<file path="src/rtl/multicycle_control.sv">
// Moore control FSM for the multi-cycle RV32I-subset datapath (fetch/decode/execute/mem/writeback).
// Latency with mem_ready=1: R/I 4 cycles, LOAD 5, STORE 4, BRANCH 3; outputs decoded from state.
// Stalls in FETCH/MEM_RD/MEM_WR while mem_ready=0; watchdog halts with bus_error. Optional ILLEGAL_TRAP_EN.
module multicycle_control #(
  parameter int MEM_TIMEOUT = 16,
  parameter int ALUOP_W     = 4
) (
  input  logic               clk,
  input  logic               reset,
  input  logic [6:0]         opcode,
  input  logic               funct3_0,
  input  logic               zero,
  input  logic               mem_ready,
  output logic               pc_write,
  output logic               ir_write,
  output logic               reg_write,
  output logic               mem_read,
  output logic               mem_write,
  output logic               iord,
  output logic [1:0]         alu_src_a,
  output logic [1:0]         alu_src_b,
  output logic [ALUOP_W-1:0] ALUOp,
  output logic               mem_to_reg,
  output logic               pc_src,
  output logic               halted,
`ifdef ILLEGAL_TRAP_EN
  output logic               illegal_instr,
`endif
  output logic               bus_error
);

  localparam logic [6:0] OP_R      = 7'b0110011;
  localparam logic [6:0] OP_I      = 7'b0010011;
  localparam logic [6:0] OP_LOAD   = 7'b0000011;
  localparam logic [6:0] OP_STORE  = 7'b0100011;
  localparam logic [6:0] OP_BRANCH = 7'b1100011;

  // Counter only needs to reach MEM_TIMEOUT-1; a disabled watchdog keeps a 1-bit dummy.
  localparam int CNT_W  = (MEM_TIMEOUT > 1) ? $clog2(MEM_TIMEOUT) : 1;
  localparam int LAST_I = (MEM_TIMEOUT > 0) ? MEM_TIMEOUT - 1 : 0;
  localparam logic [CNT_W-1:0] LAST = LAST_I[CNT_W-1:0];

  typedef enum logic [3:0] {
    FETCH, DECODE, EXEC_R, EXEC_I, MEM_ADDR, MEM_RD, MEM_WR,
    WB_ALU, WB_MEM, BRANCH, HALT
  } state_t;

  state_t           state, state_n;
  logic [CNT_W-1:0] wait_cnt;
  logic             in_wait;
  logic             wd_trip;
  logic             illegal_hit;

  // Watchdog fires on the last allowed not-ready cycle of a memory wait state.
  always_comb begin
    in_wait = (state == FETCH) || (state == MEM_RD) || (state == MEM_WR);
    wd_trip = (MEM_TIMEOUT != 0) && in_wait && !mem_ready && (wait_cnt == LAST);
  end

  // State register; reset wins over every transition.
  always_ff @(posedge clk) begin
    if (reset) state <= FETCH;
    else       state <= state_n;
  end

  // Wait counter restarts on any transition and counts stalled memory cycles.
  always_ff @(posedge clk) begin
    if (reset)                     wait_cnt <= '0;
    else if (state_n != state)     wait_cnt <= '0;
    else if (in_wait && !mem_ready) wait_cnt <= wait_cnt + 1'b1;
  end

  // Sticky error flags, cleared only by reset.
  always_ff @(posedge clk) begin
    if (reset) begin
      bus_error <= 1'b0;
`ifdef ILLEGAL_TRAP_EN
      illegal_instr <= 1'b0;
`endif
    end else begin
      if (wd_trip) bus_error <= 1'b1;
`ifdef ILLEGAL_TRAP_EN
      if (illegal_hit) illegal_instr <= 1'b1;
`endif
    end
  end

  // Next-state and Moore output decode; only FETCH and BRANCH qualify pc_write/ir_write by inputs.
  always_comb begin
    state_n     = state;
    illegal_hit = 1'b0;
    pc_write    = 1'b0;
    ir_write    = 1'b0;
    reg_write   = 1'b0;
    mem_read    = 1'b0;
    mem_write   = 1'b0;
    iord        = 1'b0;
    alu_src_a   = 2'd0;
    alu_src_b   = 2'd0;
    ALUOp       = ALUOP_W'(0);
    mem_to_reg  = 1'b0;
    pc_src      = 1'b0;
    halted      = 1'b0;
    case (state)
      FETCH: begin
        mem_read  = 1'b1;
        alu_src_b = 2'd1;
        ALUOp     = ALUOP_W'(3);
        ir_write  = mem_ready;
        pc_write  = mem_ready;
        if (mem_ready)    state_n = DECODE;
        else if (wd_trip) state_n = HALT;
      end
      DECODE: begin
        // Speculatively compute the branch target into ALUOut.
        alu_src_a = 2'd2;
        alu_src_b = 2'd2;
        ALUOp     = ALUOP_W'(3);
        case (opcode)
          OP_R:               state_n = EXEC_R;
          OP_I:               state_n = EXEC_I;
          OP_LOAD, OP_STORE:  state_n = MEM_ADDR;
          OP_BRANCH:          state_n = BRANCH;
          default: begin
`ifdef ILLEGAL_TRAP_EN
            state_n     = HALT;
            illegal_hit = 1'b1;
`else
            state_n     = FETCH;
`endif
          end
        endcase
      end
      EXEC_R: begin
        alu_src_a = 2'd1;
        alu_src_b = 2'd0;
        ALUOp     = ALUOP_W'(1);
        state_n   = WB_ALU;
      end
      EXEC_I: begin
        alu_src_a = 2'd1;
        alu_src_b = 2'd2;
        ALUOp     = ALUOP_W'(1);
        state_n   = WB_ALU;
      end
      MEM_ADDR: begin
        // IR still holds the instruction, so the opcode selects load vs store here.
        alu_src_a = 2'd1;
        alu_src_b = 2'd2;
        ALUOp     = ALUOP_W'(3);
        state_n   = (opcode == OP_LOAD) ? MEM_RD : MEM_WR;
      end
      MEM_RD: begin
        mem_read = 1'b1;
        iord     = 1'b1;
        if (mem_ready)    state_n = WB_MEM;
        else if (wd_trip) state_n = HALT;
      end
      MEM_WR: begin
        mem_write = 1'b1;
        iord      = 1'b1;
        if (mem_ready)    state_n = FETCH;
        else if (wd_trip) state_n = HALT;
      end
      WB_ALU: begin
        reg_write = 1'b1;
        state_n   = FETCH;
      end
      WB_MEM: begin
        reg_write  = 1'b1;
        mem_to_reg = 1'b1;
        state_n    = FETCH;
      end
      BRANCH: begin
        alu_src_a = 2'd1;
        alu_src_b = 2'd0;
        ALUOp     = ALUOP_W'(2);
        pc_src    = 1'b1;
        pc_write  = funct3_0 ? ~zero : zero;
        state_n   = FETCH;
      end
      HALT: begin
        halted  = 1'b1;
        state_n = HALT;
      end
      default: state_n = FETCH;
    endcase
  end

endmodule

</file>
<file path="config.mk">
export PLATFORM = sky130hd
export DESIGN_NAME = multicycle_control
export DESIGN_NICKNAME = d
export VERILOG_FILES = /design/src/rtl/multicycle_control.sv
export SDC_FILE = /design/constraint.sdc
export NUM_CORES = 1
export LEC_CHECK = 0
export CAP_MARGIN = 20
export CORE_MARGIN = 3
export CORE_UTILIZATION = 44
export CTS_BUF_LIST = sky130_fd_sc_hd__clkbuf_16
export CTS_CLUSTER_DIAMETER = 40
export CTS_CLUSTER_SIZE = 8
export DETAILED_ROUTE_END_ITERATION = 12
export PLACE_DENSITY = 0.8
export REMOVE_ABC_BUFFERS = 1
export SYNTH_ARGS = -nofsm -noshare
export SYNTH_HDL_FRONTEND = slang
export SYNTH_SLANG_ARGS = --single-unit
</file>
<file path="constraint.sdc">
create_clock -name clk -period 2 [get_ports clk]
set_input_delay 0.4 -clock clk [delete_from_list [all_inputs] [get_ports clk]]
set_output_delay 0.4 -clock clk [all_outputs]
set_load 0.05 [all_outputs]
</file>
==> run metrics <==
Slew Limit Fails 0; setup violators final 0; clk root buf clkbuf_16; final routed DRC violation total 0; Finished Layout Cells 175; Mean Syn Cell Area 7.49 um2; drt total wl 2730 um; FP Rows 15; Ys Warns 0; DP Area 1350 um2; Min-Delay Path Class register to register; clk sinks 9; PwrDens approximately 510 nW/um2; max-cap viol count 0; Routed Antenna Nets 0; via count 972; GPL Wtd Cong between 0.8 and 0.9; GRT Resource Usage Total between 20% and 30%; Initial DRC Count 17; sequential area share after synthesis 21.3%; Port Buffers 27; final instance area 1470 um2; H-tree levels 1; Vias/cell 5.55; static leakage power 0.000571 uW; per-cell routed wire length 15.6 um; area occupied by multi-input gates 616 um2; dominant cells by area after synthesis dfxtp_1, nor2_1, nand2b_1, a21oi_1, nor3_1; min cycle time layout 1.94 ns; cell taking the most area after synthesis dfxtp_1; Tot Pwr 748 uW; share of cells above drive strength 1 35.3%; CTS Buffer Depth 2; Hold Crit Start bus_error; grt ovf 0; post-synthesis cell count approximately 110; largest net degree at the start of global routing 12; die area 2480 um2; reg-to-reg critical path startpoint state[1]; Num CTS Buffers 3; total negative slack 0 ns; fraction of registers with async set/reset 0%; placed cell count 170; n_diodes 0; vias in the first global route 991; RSZ-0062 raised after global routing yes; Chip Height ~50 um; Post-Syn Area 846 um2; crit end category output port; CP arrival 1.54 ns; EDFF count, synth 0; CTS tree built; status finished clean; hold buffers post-CTS 0; final net count 164; filler instances 105; Initial Utilization 47.9%; die width around 50 um; initial antenna violation count 0; hold slack final 0.455 ns; area grow syn2layout 73.5%; global-route wire length before repair about 4600 um; Peak VDD IR 0.915 mV; Setup Skew 0.00197 ns; first drt pass iteration count 4; Setup crit start kind register; core region area 1760 um2; Max Fanout on Critical Path 11; CTS clk-pin slew, worst paths roughly 0.04 ns; Seq cells post-synth 9; ys flop type dfxtp_1; final hold violation count 0; Worst-Skew Late Latency about 0.23 ns; worst path required time 1.60 ns; FF+latch area roughly 180 um2; kind of critical path register to output port; Worst Setup SP state[0]; Fmax 515 MHz; final period utilization 97.2%; # IOs 30; Synth top area share 21.3%; synth unique cells 46; Post-DP HPWL about 1900 um
[cell type report]
type | instances | area share, %
Multi-Input combinational cell | 90 | 41.9
Timing Repair Buffer | 43 | 37.0
Sequential cell | 9 | 12.5
Clock buffer | 3 | 5.12
Tap cell | 25 | 2.13
Inverter | 4 | 1.02
Clock inverter | 1 | 0.256
[sequential cells by signal (all words and copies together), names as in the netlist]
signal     count
wait_cnt       4
state          4
bus_error      1
[metrics by stage]
| stage | util, % | worst slack, ns |
|---|---|---|
| global route | 83.2 | -0.0130 |
| floorplan | - | -1.60 |
| CTS | 81.8 | 0.0367 |
| finish | 83.2 | 0.0564 |
| global placement | 76.4 | -0.0880 |
| detailed placement | 76.4 | -0.167 |
[critical path, stage by stage (launching register included)]
cell	delay, ns
dfxtp_2	0.37
buf_4	0.19
nor4_2	0.28
and2_1	0.19
a21o_1	0.13
buf_12	0.14
[final timing paths]
check                              endpoint  slack (ns)  depth (start not counted)
worst max-delay path               pc_write        0.06                          5
worst min register to register    bus_error        0.46                          2
worst max register to register  wait_cnt[3]        0.08                          4
worst min-delay path              bus_error        0.46                          2
[timing repair]
| action | in CTS | in global routing |
|---|---|---|
| resized for setup | 4 | 7 |
| setup endpoints to repair | 3 | 6 |
| pin swaps | 1 | 3 |
| buffers inserted | 1 | 0 |
[synthesized netlist by cell type (2+ instances only)]
cell type   n
inv_1       3
nor3_1      7
nor2b_1     4
or2_2       2
o21ai_0     4
nand2_1     3
nor2_1     15
clkbuf_1    2
a211oi_1    2
dfxtp_1     9
o22ai_1     3
nand2b_1    7
xnor2_1     3
nand3_1     2
nor3b_1     2
xor2_1      2
buf_2       4
buf_4       3
a31oi_1     2
and2_1      2
a21oi_1     7
[placed cells by master, fill, tap and decap left out, types with 4 or more instances in the layout]
cell type / count
clkdlybuf4s50_1: 11
nor3_1: 5
nand2b_1: 7
buf_4: 16
nor2b_1: 4
dfxtp_1: 6
inv_1: 4
buf_12: 15
a21oi_1: 5
nor2_1: 15
[logic make-up (layout without fill, tap and decap cells)]
logic type	Yosys count	in the layout	share of synthesized area [%]
AND/OR/NAND/NOR	50	50	33.7
AO/OA/AOI/OAI	29	29	23.8
buffers and inverters	15	51	9.61
flip-flops	9	9	21.3
XOR/XNOR	6	6	7.10
multiplexers	2	2	2.51
adder cells (fa/ha/maj)	1	1	1.48
other	1	2	0.443
[layer usage]
| layer | vias to the layer above | track usage (%) | share of wire (%) | wire length (um) |
|---|---|---|---|---|
| li1 | 465 | - | - | - |
| met1 | 468 | 27.4 | 41 | 1130 |
| met2 | 33 | 43.2 | 51 | 1400 |
| met3 | 6 | 4.53 | 5.2 | 143 |
| met4 | 0 | 7.83 | 2.1 | 57 |
| met5 | - | 0 | 0 | 0 |
[where the power goes]
group	total (uW)	leakage, uW	internal (uW)	switching (uW)
registers	192	0.0000742	185	7.65
clock network	342	0.0000423	261	80.8
logic	214	0.000454	103	111
No activity file was read; power rests on OpenSTA's default activity.
